<file path="src/rtl/mar_pkg.sv">
// Shared types and default sizing for the burst memory address register.
// Optional wrapping bursts are selected with MAR_WRAP_BURST_EN (see mar_addr_inc).
package mar_pkg;

    typedef enum logic [0:0] {
        IDLE  = 1'b0,
        ISSUE = 1'b1
    } mar_state_e;

    localparam int MAR_ADDR_W_DEF = 5;
    localparam int MAR_LEN_W_DEF  = 3;
    localparam int MAR_STRIDE_DEF = 1;

endpackage

</file>
<file path="src/rtl/mar_addr_inc.sv">
// Combinational next-address generator for burst sequencing.
// MAR_WRAP_BURST_EN: only the low LEN_W bits advance, upper bits are held.
module mar_addr_inc
    import mar_pkg::*;
#(
    parameter int ADDR_W = MAR_ADDR_W_DEF,
    parameter int LEN_W  = MAR_LEN_W_DEF,
    parameter int STRIDE = MAR_STRIDE_DEF
) (
    input  logic [ADDR_W-1:0] addr_i,
    output logic [ADDR_W-1:0] next_o
);

`ifdef MAR_WRAP_BURST_EN
    localparam logic [LEN_W-1:0] STEP_LO = LEN_W'(STRIDE);

    logic [LEN_W-1:0] low_next;

    // Wrap within the aligned 2^LEN_W block for critical-word-first fills.
    assign low_next = addr_i[LEN_W-1:0] + STEP_LO;
    assign next_o   = {addr_i[ADDR_W-1:LEN_W], low_next};
`else
    localparam logic [ADDR_W-1:0] STEP = ADDR_W'(STRIDE);

    assign next_o = addr_i + STEP;
`endif

endmodule

</file>
<file path="src/rtl/mar_burst.sv">
// Memory address register with load handshake and burst issue over valid/ready.
// Burst addressing mode is chosen in mar_addr_inc by MAR_WRAP_BURST_EN.
module mar_burst
    import mar_pkg::*;
#(
    parameter int ADDR_W = MAR_ADDR_W_DEF,
    parameter int LEN_W  = MAR_LEN_W_DEF,
    parameter int STRIDE = MAR_STRIDE_DEF
) (
    input  logic              clk,
    input  logic              rst_n,
    input  logic              ld_valid,
    output logic              ld_ready,
    input  logic [ADDR_W-1:0] ld_addr,
    input  logic [LEN_W-1:0]  ld_len,
    input  logic              abort,
    output logic              addr_valid,
    input  logic              addr_ready,
    output logic [ADDR_W-1:0] addr_out,
    output logic              addr_last,
    output logic              busy
);

    mar_state_e        state_q, state_d;
    logic [ADDR_W-1:0] addr_q, addr_d;
    logic [LEN_W-1:0]  rem_q, rem_d;
    logic [ADDR_W-1:0] addr_next;

    mar_addr_inc #(
        .ADDR_W (ADDR_W),
        .LEN_W  (LEN_W),
        .STRIDE (STRIDE)
    ) u_inc (
        .addr_i (addr_q),
        .next_o (addr_next)
    );

    always_comb begin
        state_d = state_q;
        addr_d  = addr_q;
        rem_d   = rem_q;
        case (state_q)
            IDLE: begin
                if (ld_valid) begin
                    addr_d  = ld_addr;
                    rem_d   = ld_len;
                    state_d = ISSUE;
                end
            end
            ISSUE: begin
                // Abort wins; a coincident handshake still completes that beat.
                if (abort) begin
                    state_d = IDLE;
                end else if (addr_ready) begin
                    if (rem_q != '0) begin
                        addr_d = addr_next;
                        rem_d  = rem_q - 1'b1;
                    end else begin
                        state_d = IDLE;
                    end
                end
            end
            default: state_d = IDLE;
        endcase
    end

    always_ff @(posedge clk or negedge rst_n) begin
        if (!rst_n) begin
            state_q <= IDLE;
            addr_q  <= '0;
            rem_q   <= '0;
        end else begin
            state_q <= state_d;
            addr_q  <= addr_d;
            rem_q   <= rem_d;
        end
    end

    assign ld_ready   = (state_q == IDLE);
    assign addr_valid = (state_q == ISSUE);
    assign busy       = (state_q == ISSUE);
    assign addr_last  = (state_q == ISSUE) && (rem_q == '0);
    assign addr_out   = addr_q;

endmodule

</file>
<file path="config.mk">
export PLATFORM = sky130hd
export DESIGN_NAME = mar_burst
export DESIGN_NICKNAME = d
export VERILOG_FILES = /design/src/rtl/mar_pkg.sv /design/src/rtl/mar_addr_inc.sv /design/src/rtl/mar_burst.sv
export SDC_FILE = /design/constraint.sdc
export NUM_CORES = 1
export LEC_CHECK = 0
export ABC_AREA = 1
export BUFFER_PORTS_ARGS = -buffer_cell sky130_fd_sc_hd__buf_2
export CAP_MARGIN = 20
export CORE_AREA = 4 4 41 43
export CTS_BUF_LIST = sky130_fd_sc_hd__clkbuf_8
export DETAILED_ROUTE_END_ITERATION = 10
export DIE_AREA = 0 0 45 47
export GPL_TIMING_DRIVEN = 0
export PLACE_DENSITY = 0.74
export SLEW_MARGIN = 20
export SYNTH_ARGS = -nofsm -noshare
export SYNTH_HDL_FRONTEND = slang
export SYNTH_SLANG_ARGS = --single-unit
</file>
<file path="constraint.sdc">
create_clock -name clk -period 1.3 [get_ports clk]
set_input_delay 0.195 -clock clk [delete_from_list [all_inputs] [get_ports clk]]
set_output_delay 0.195 -clock clk [all_outputs]
set_load 0.02 [all_outputs]
</file>
==> impl_metrics.csv, run 1 <==
group,metric,value,unit
die,fp.coreArea,0.00130,sq mm
placement,dpl.hpwl,1010,microns
clocking,cts.clk_slew.worst_paths,0.05,ns
pwr,power_leakage,0.476,nW
placement,port-buffer-count,21,
clocking,clock-sinks,9,
global_route,antenna_found_initial,0,
hold_path,holdCritStartpoint,"ld_addr[0]",
synth,synth_top_family_by_area,"simple AND/OR/NAND/NOR gates",
setup_path,critPathKind,"reg2out",
clocking,cts_htree_levels,1,
hold_path,hold_end,"addr_out[0]$_DFFE_PN0P_",
synth,synthCells,82,
synth,synthDistinctLibCells,16,
synth,synth_fa_ha_area_share,6.26,%
sta,drv_slew,0,
sta,setup_viol,0,
setup_path,end_kind,"output port",
run_status,status,"completed",
setup_path,crit_required,1.11,ns
setup_path,timing.rr.end,"addr_out[3]$_DFFE_PN0P_",
sta,postLayoutSetupSlackWorst,0.00534,ns
placement,placedInstanceArea,727,sq um
global_route,grt_pass1_wl,2530,microns
synth,synth_top_cell_by_area,"dfrtp_1",
pwr,intPower,1.09,mW
die,die-area,0.00212,sq mm
sta,finClkSkew,0.00188,ns
pwr,pwr-share-comb,55.6,%
clocking,clk_latency,0.23,ns
drt,routedWlPerCell,12.1,microns
clocking,ctsLongestPathBuffers,2,
clocking,cts_tree,"yes",
setup_path,cp.arrival,1.10,ns
sta,holdWs,0.265,ns
pwr,ir_drop,0.994,mV
synth,synth_seq_area_share,37.6,%
die,initial_core_util,46.1,%
sta,period_needed,1.29,ns
sta,finalCritPeriodShare,99.6,%
placement,dp_slack,-0.0103,ns
sta,fmax,772,MHz
drt,vias,648,
pwr,power.switching,0.888,mW
sta,worstMarginPinSlew,0.222,ns
final_layout,layout_commonest_cell,"nand2_1",
synth,synthTopCellsByArea,"dfrtp_1, nand2_1, nand3_1",
setup_path,timing.rr.start,"rem_q[0]$_DFFE_PN0P_",
setup_path,r2r_setup_slack,0.07,ns
sta,tns,0,ns
drt,firstDrtPassIters,4,
final_layout,syn2layout_area_growth,47.4,%
pwr,p_per_area,2240,mW/mm^2
setup_path,cp_max_fo,3,
synth,syn-num-nets,98,
die,rows,13,
pwr,clockPowerShare,16.1,%
final_layout,nNetsFinal,132,
hold_path,min_path_cells,5,
pwr,switching_share,44.9,%
placement,finalWeightedCongestion,0.774,
final_layout,layout.cells.non_filler,130,
final_layout,fin_area,883,sq um
sta,hold_violations,0,
die,fp.dieW,45,microns
die,pin_count,22,
global_route,grt_overflow,0,
synth,synth_top_area_share,37.6,%
pwr,seq_power_share,28.4,%
drt,drt_wl_total,1570,microns
global_route,grt_max_degree,11,
synth,syn_area_per_cell,7.31,sq um
setup_path,cp-start-kind,"flop",
final_layout,n_antenna_cell,0,
setup_path,reg2reg_depth,8,
drt,viasPerCell,4.98,
clocking,cts_root_buf,"clkbuf_8",
die,die_h,47,microns
drt,drc,0,
final_layout,final_cell_mix,"nand2_1, buf_2, nand3_1",
drt,ant_nets,0,
synth,ys_ff_latch,9,
synth,yosys.area_share.xor_xnor,0,%
sta,max-slew-margin-rel,85.2,%
hold_path,worstHoldPathType,"in2reg",
clocking,cts_buffers,3,
synth,muxShareOfSynthArea,0,%
synth,synth_compound_area_share,6.68,%
drt,drt-initial-drc-count,14,
sta,rsz0062_at_grt,"yes",
global_route,grt_pass1_vias,570,
global_route,grt_usage,16.3,%
synth,yosysWarnings,0,
placement,dp_cells,118,
synth,synth_simple_gate_area_share,39.2,%
synth,netlist_area,599,sq um
run,cap_violations,0,
final_layout,drive_above_1_share,40.9,%
## stage by stage
step	total power, mW	util (%)
floorplan	1.16	-
global placement	1.38	55.9
detailed placement	1.41	55.9
CTS	1.93	65.3
global route	2.14	67.9
finish	1.98	67.9
## worst max-delay path, stage by stage, from the launching register on
cell     delay (ns)
dfrtp_1        0.39
inv_2          0.08
ha_4           0.13
nand2_4        0.07
nor2_4         0.08
buf_6          0.12
## worst max path at each step
stage,end,start,slack [ns]
6_report,addr_last,rem_q[0]$_DFFE_PN0P_,0.005
5_1_grt,addr_last,rem_q[0]$_DFFE_PN0P_,-0.05
4_1_cts,addr_last,rem_q[0]$_DFFE_PN0P_,-0.005
3_5_place_dp,rem_q[0]$_DFFE_PN0P_,rem_q[0]$_DFFE_PN0P_,-0.01
3_3_place_gp,rem_q[1]$_DFFE_PN0P_,rem_q[0]$_DFFE_PN0P_,-0.01
2_1_floorplan,rem_q[1]$_DFFE_PN0P_,rem_q[0]$_DFFE_PN0P_,0.1
## registers in the layout, summed over array words and instances (netlist names)
name / count
addr_out: 5
rem_q: 3
addr_valid: 1
## repair_timing
action                                  4_1_cts  5_1_grt
hold buffers                                  1        0
endpoints found under the setup margin       10        7
cloned                                        0        0
pin swaps                                     3        1
setup buffers                                 4        3
resized for setup                            11        3
endpoints found under the hold margin         9        0
## cells in the mapped netlist
cell and instances:
nand2_1 28, nand3_1 12, dfrtp_1 9, inv_1 9, o21ai_0 8, ha_1 3, nand2_2 2, nand4_1 2
or2_2 2, buf_2 1, buf_4 1, buf_6 1, inv_2 1, nand3_4 1, nor2_1 1, nor2_4 1
## power by group through the flow
| stage | Combinational [mW] | Clock, mW | Sequential, mW |
|---|---|---|---|
| 2_1_floorplan | 0.522 | 0 | 0.634 |
| 3_3_place_gp | 0.826 | 0 | 0.558 |
| 3_5_place_dp | 0.846 | 0 | 0.563 |
| 4_1_cts | 1.06 | 0.326 | 0.547 |
| 5_1_grt | 1.23 | 0.339 | 0.578 |
| 6_report | 1.10 | 0.318 | 0.560 |
## layout make-up
class	instances	area [sq um]
Inverter	10	40.0
Clock inverter	1	3.75
Sequential cell	9	226
Clock buffer	3	41.3
Tap cell	15	18.8
Multi-Input combinational cell	60	345
Timing Repair Buffer	29	178
Buffer	3	30.0
Fill cell	114	418
## logic make-up (layout without fill, tap and decap cells)
kind of cell,Yosys count,count (layout)
flip-flops,9,9
AND/OR/NAND/NOR,49,49
buffers and inverters,13,46
adder cells (fa/ha/maj),3,3
AO/OA/AOI/OAI,8,8
## per-layer routing
metal / vias up / track usage, % / wire [microns]
li1: 329 / - / -
met1: 288 / 20.9 / 646
met2: 25 / 27.4 / 763
met3: 6 / 2.30 / 98
met4: 0 / 7.02 / 63
met5: - / 0 / 0
No activity file was read; power rests on OpenSTA's default activity.
==> run 2: changes to the inputs <==
--- a/config.mk
+++ b/config.mk
@@ -5,7 +5,6 @@
 export SDC_FILE = /design/constraint.sdc
 export NUM_CORES = 1
 export LEC_CHECK = 0
-export ABC_AREA = 1
 export BUFFER_PORTS_ARGS = -buffer_cell sky130_fd_sc_hd__buf_2
 export CAP_MARGIN = 20
 export CORE_AREA = 4 4 41 43
@@ -13,7 +12,7 @@
 export DETAILED_ROUTE_END_ITERATION = 10
 export DIE_AREA = 0 0 45 47
 export GPL_TIMING_DRIVEN = 0
-export PLACE_DENSITY = 0.74
+export PLACE_DENSITY = 0.72
 export SLEW_MARGIN = 20
 export SYNTH_ARGS = -nofsm -noshare
 export SYNTH_HDL_FRONTEND = slang
==> run 2 against run 1 <==
Net effect: the flow now finishes with violations (setup timing); critical path type unchanged; sequential power rose by 3%; worst setup slack worse by 0.13 ns; largest cell class unchanged; sequential share of layout area is 1.3 points higher; critical path depth is 1 higher; global-route usage fell by 1.2 points; first-iteration DRC count down 79%; flip-flop and latch count unchanged; synthesized area shrank 3.8%; highest routed layer unchanged; cell count is 18% lower; die area unchanged; combinational power about the same.
==> impl_metrics.csv, run 2 <==
group,metric,value,unit
global_route,grt_pass1_vias,520,
setup_path,cp-start-kind,"flop",
synth,postSynth.asyncResetShare,100,%
synth,synthTopCellsByArea,"dfrtp_1, o21ai_0, ha_1",
die,initial_core_util,44.3,%
synth,synth_top_area_share,39.0,%
placement,finalWeightedCongestion,0.685,
sta,worstMarginPinSlew,0.431,ns
synth,synthCells,61,
run,cap_violations,0,
clocking,cts_buffers,3,
synth,syn_area_per_cell,9.46,sq um
final_layout,layout.cells.non_filler,107,
sta,max-slew-margin-rel,71.3,%
synth,synth_top_cell_by_area,"dfrtp_1",
final_layout,largest_register_ffs,5,
final_layout,n_antenna_cell,0,
sta,postLayoutSetupSlackWorst,-0.129,ns
synth,yosysWarnings,0,
clocking,cts_root_buf,"clkbuf_8",
sta,finalCritPeriodShare,110,%
die,pin_count,22,
synth,yosys-top-cells-count,"dfrtp_1, nand2_1, o21ai_0",
die,die_h,47,microns
setup_path,crit_slowest_cell,"dfrtp_1",
global_route,grt_overflow,0,
sta,tns,-0.530,ns
clocking,clock-sinks,9,
synth,synth_flop_cell,"dfrtp_1",
pwr,power.total,1.96,mW
clocking,cts_htree_levels,1,
placement,placedInstanceArea,708,sq um
global_route,antenna_found_initial,0,
clocking,cts.clk_slew.worst_paths,0.05,ns
synth,syn-num-nets,77,
final_layout,final_util,65.0,%
setup_path,crit_family,"flip-flops",
sta,drv_slew,0,
setup_path,path_cells,"inv_2, ha_4, nand2b_4, buf_4, nor2_4, buf_6",
setup_path,crit_path_max_incr_delay,0.38,ns
die,fp.dieW,45,microns
global_route,grt_usage,15.1,%
die,fp.coreArea,0.00130,sq mm
drt,ant_nets,0,
final_layout,nNetsFinal,109,
placement,port-buffer-count,21,
drt,drc,0,
final_layout,layout_commonest_cell,"buf_2",
synth,ys_ff_latch,9,
pwr,power_leakage,0.393,nW
clocking,ctsLongestPathBuffers,2,
hold_path,min_path_cells,3,
drt,vias,542,
final_layout,drive_above_1_share,51.1,%
placement,dpl.hpwl,955,microns
drt,viasPerCell,5.07,
final_layout,syn2layout_area_growth,46.6,%
drt,firstDrtPassIters,2,
die,die-area,0.00212,sq mm
sta,rsz0062_at_grt,"yes",
setup_path,reg2reg_depth,6,
run_status,status,"finished, violations left",
placement,dp_slack,-0.241,ns
sta,hold_violations,0,
drt,drt_wl_total,1380,microns
sta,setup_viol,8,
sta,period_needed,1.43,ns
die,rows,13,
hold_path,worstHoldPathType,"in2reg",
setup_path,critPathKind,"reg2out",
global_route,grt_max_degree,11,
global_route,grt_pass1_wl,2260,microns
synth,synth_edf_count,0,
drt,drt-initial-drc-count,3,
synth,synthDistinctLibCells,26,
setup_path,cp_max_fo,2,
setup_path,crit_required,1.11,ns
sta,holdWs,0.192,ns
sta,finClkSkew,0.00333,ns
setup_path,cp.arrival,1.23,ns
synth,synth_seq_area_share,39.0,%
setup_path,path_buf_inv,3,
pwr,p_per_area,2320,mW/mm^2
sta,fmax,700,MHz
setup_path,cp.depth,6,
setup_path,end_kind,"output port",
final_layout,final_cell_mix,"buf_2, nand2_1, o21ai_0, dfrtp_1, buf_4",
placement,dp_cells,97,
clocking,cts_tree,"yes",
run_status,violations,"setup timing",
final_layout,fin_area,846,sq um
clocking,clk_latency,0.23,ns
synth,netlist_area,577,sq um
drt,routedWlPerCell,12.9,microns
pwr,ir_drop,1.22,mV
-- run 2: kinds of logic after synthesis --
group,count (synthesis),synth area share (%)
AOI/OAI and AO/OA,18,24.3
DFF,9,39.0
adders and majority gates,3,6.51
muxes,1,1.74
and+or+nand+nor,20,19.7
buffers and inverters,10,8.68
-- run 2: path summary, 6_finish.rpt --
check,slack [ns],end,from
max in group asynchronous,0.76,addr_out[0]$_DFFE_PN0P_,rst_n
min reg2reg,0.50,rem_q[1]$_DFFE_PN0P_,rem_q[1]$_DFFE_PN0P_
max reg2reg,-0.11,addr_out[2]$_DFFE_PN0P_,rem_q[0]$_DFFE_PN0P_
max,-0.13,addr_last,rem_q[0]$_DFFE_PN0P_
min,0.19,addr_out[2]$_DFFE_PN0P_,ld_addr[2]
min in group asynchronous,0.35,rem_q[2]$_DFFE_PN0P_,rst_n
-- run 2: repair_timing --
action                                  4_1_cts  5_1_grt
endpoints found under the setup margin        9       10
hold buffers                                  1        0
pin swaps                                     2        0
gates cloned                                  1        0
gates resized for setup                       8        6
endpoints found under the hold margin         9        0
setup buffers                                 2        2
-- run 2: worst register-to-register path, delay by kind of cell (launching register included) --
kind / cells / cell delay [ns]
compound gates: 1 / 0.15
fa+ha+maj: 1 / 0.17
buf+inv: 1 / 0.06
flops: 1 / 0.35
simple gates: 3 / 0.61
-- run 2: power by group --
part           leakage [nW]  total [mW]  internal, mW  switching [mW]
logic                 0.262        1.07         0.506           0.567
clock network        0.0269       0.309         0.205           0.104
registers             0.104       0.578         0.420           0.159
-- run 2: cell type report --
| cell class | count | area [sq um] |
|---|---|---|
| Buffer | 4 | 37.5 |
| Sequential cell | 9 | 228 |
| Inverter | 6 | 26.3 |
| Tap cell | 15 | 18.8 |
| Clock buffer | 3 | 41.3 |
| Timing Repair Buffer | 27 | 156 |
| Multi-Input combinational cell | 42 | 334 |
| Fill cell | 118 | 455 |
| Clock inverter | 1 | 3.75 |
-- run 2: layer usage --
layer | up-vias | wire length [microns] | GRT usage, %
met5 | - | 0 | 0
met4 | 0 | 9 | 7.02
met3 | 2 | 91 | 3.45
met2 | 15 | 722 | 26.8
met1 | 242 | 560 | 17.2
li1 | 283 | - | -
==> run 3: changes to the inputs <==
--- a/config.mk
+++ b/config.mk
@@ -11,7 +11,6 @@
 export CTS_BUF_LIST = sky130_fd_sc_hd__clkbuf_8
 export DETAILED_ROUTE_END_ITERATION = 10
 export DIE_AREA = 0 0 45 47
-export GPL_TIMING_DRIVEN = 0
 export PLACE_DENSITY = 0.72
 export SLEW_MARGIN = 20
 export SYNTH_ARGS = -nofsm -noshare
==> run 3 against run 2 <==
Net effect: the run still ends with setup timing left; largest power group unchanged; non-clock buffer count is 7 higher; critical path depth is 1 lower; power is 5.7% higher; flip-flop and latch count stayed put; die area stayed put; highest routed layer unchanged; routed wire length is 2.2% higher.
==> impl_metrics.csv, run 3 (same netlist as run 2, synthesis figures left out) <==
group,metric,value,unit
run_status,status,"finished, violations left",
run_status,violations,"setup timing",
clocking,clock-sinks,9,
die,rows,13,
pwr,pwr-share-comb,58.0,%
sta,postLayoutSetupSlackWorst,-0.0935,ns
die,fp.dieW,45,microns
setup_path,path_buf_inv,2,
placement,port-buffer-count,21,
pwr,power_leakage,0.433,nW
hold_path,worstHoldPathType,"in2reg",
sta,hold_violations,0,
final_layout,fin_area,883,sq um
drt,drc,0,
clocking,cts_tree,"yes",
final_layout,fillerInstances,118,
sta,period_needed,1.39,ns
setup_path,crit_slowest_cell,"dfrtp_1",
drt,drt_wl_total,1410,microns
clocking,clk_latency,0.23,ns
clocking,cts_htree_levels,1,
final_layout,nNetsFinal,116,
die,fp.coreArea,0.00130,sq mm
setup_path,end_kind,"output port",
sta,drv_slew,0,
drt,routedWlPerCell,12.4,microns
die,initial_core_util,44.3,%
final_layout,final_cell_mix,"buf_2, buf_4, nand2_1, o21ai_0, dfrtp_1",
final_layout,multi_input_area,332,sq um
setup_path,crit_family,"flip-flops",
pwr,ir_drop,1.34,mV
global_route,grt_pass1_vias,534,
sta,finalCritPeriodShare,107,%
global_route,grt_pass1_wl,2350,microns
sta,max-slew-margin-rel,82.8,%
final_layout,final_util,67.9,%
final_layout,layout_commonest_cell,"buf_2",
setup_path,path_cells,"inv_2, ha_4, nand2b_4, nor2_1, buf_4",
die,pin_count,22,
placement,dpl.hpwl,1080,microns
clocking,cts_buffers,3,
placement,finalWeightedCongestion,0.764,
clocking,ctsLongestPathBuffers,2,
sta,rsz0062_at_grt,"yes",
sta,tns,-0.255,ns
pwr,p_per_area,2350,mW/mm^2
setup_path,cp_max_fo,2,
final_layout,largest_register_ffs,5,
setup_path,crit_required,1.11,ns
setup_path,cp.arrival,1.20,ns
drt,vias,577,
global_route,antenna_found_initial,0,
run,cap_violations,0,
pwr,switching_share,40.7,%
pwr,clockPowerShare,15.6,%
final_layout,seq_area,228,sq um
setup_path,crit_path_max_incr_delay,0.38,ns
pwr,seq_power_share,26.4,%
die,die_h,47,microns
die,die-area,0.00212,sq mm
drt,ant_nets,0,
final_layout,n_antenna_cell,0,
placement,dp_cells,104,
final_layout,drive_above_1_share,53.5,%
clocking,cts.clk_slew.worst_paths,0.05,ns
sta,worstMarginPinSlew,0.257,ns
clocking,cts_root_buf,"clkbuf_8",
drt,firstDrtPassIters,5,
pwr,power.switching,0.843,mW
sta,finClkSkew,0.00278,ns
global_route,grt_overflow,0,
global_route,grt_usage,16.0,%
placement,placedInstanceArea,761,sq um
setup_path,cp-start-kind,"flop",
drt,drt-initial-drc-count,12,
sta,fmax,718,MHz
global_route,grt_max_degree,10,
pwr,intPower,1.23,mW
final_layout,layout.cells.non_filler,114,
final_layout,syn2layout_area_growth,53.1,%
sta,setup_viol,7,
drt,viasPerCell,5.06,
setup_path,critPathKind,"reg2out",
==> run 3: cell types whose count changed in the layout (fill, tap and decap cells not counted), sizes merged <==
cell / delta
buf: +8
clkbuf: -1
clkinvlp: -1
inv: +1
==> run 3: per-stage QoR <==
step	hold slack, ns	setup slack (ns)	total power, mW
after floorplan	-0.101	-0.0837	1.19
after global placement	0.0591	-0.114	1.54
after detailed placement	0.0589	-0.195	1.58
after CTS	0.187	-0.0777	2.06
after global routing	0.212	-0.157	2.25
final	0.187	-0.0935	2.07
==> run 3: final timing paths <==
kind                       slack, ns                       to                  from  depth (start not counted)
setup / recovery               -0.09                addr_last  rem_q[1]$_DFFE_PN0P_                          5
hold / removal                  0.19  addr_out[2]$_DFFE_PN0P_            ld_addr[2]                          3
setup reg to reg               -0.07  addr_out[2]$_DFFE_PN0P_  rem_q[0]$_DFFE_PN0P_                          6
hold reg to reg                 0.50     rem_q[1]$_DFFE_PN0P_  rem_q[1]$_DFFE_PN0P_                          2
max in group asynchronous       0.75  addr_out[0]$_DFFE_PN0P_                 rst_n                          2
min in group asynchronous       0.35  addr_out[4]$_DFFE_PN0P_                 rst_n                          2
==> run 3: worst reg2reg max path, stage by stage (launching register included) <==
cell	delay [ns]
dfrtp_1	0.36
inv_2	0.06
ha_4	0.16
nand2b_4	0.08
a41oi_4	0.13
or4_1	0.42
nand3_1	0.09
==> run 3: area by class of cell <==
| cell class | instances | area share (%) |
|---|---|---|
| multi-input combinational | 42 | 37.5 |
| timing repair buffer | 38 | 26.9 |
| sequential | 9 | 25.8 |
| clock buffer | 3 | 4.67 |
| inverter | 6 | 2.55 |
| tap | 15 | 2.12 |
| clock inverter | 1 | 0.425 |
==> run 3: power by group through the flow <==
stage	clock network [mW]	logic, mW	registers (mW)
2_1_floorplan	0	0.538	0.651
3_3_place_gp	0	0.996	0.541
3_5_place_dp	0	1.03	0.551
4_1_cts	0.326	1.19	0.544
5_1_grt	0.349	1.33	0.569
6_report	0.324	1.20	0.546
==> run 3: layer usage <==
metal | part of all wire [%] | routed length [microns] | global-route usage [%] | vias to the layer above
met2 | 51 | 718 | 26.6 | 16
met3 | 5.4 | 77 | 4.60 | 4
met1 | 42 | 592 | 19.3 | 265
li1 | - | - | - | 292
met5 | 0 | 0 | 0 | -
met4 | 1.8 | 25 | 7.02 | 0
==> run 3: what timing repair did <==
item | CTS | global route
endpoints found under the hold margin | 9 | 0
setup buffers | 5 | 0
pin swaps | 2 | 1
setup endpoints to repair | 9 | 9
hold buffers | 1 | 0
resized for setup | 6 | 1
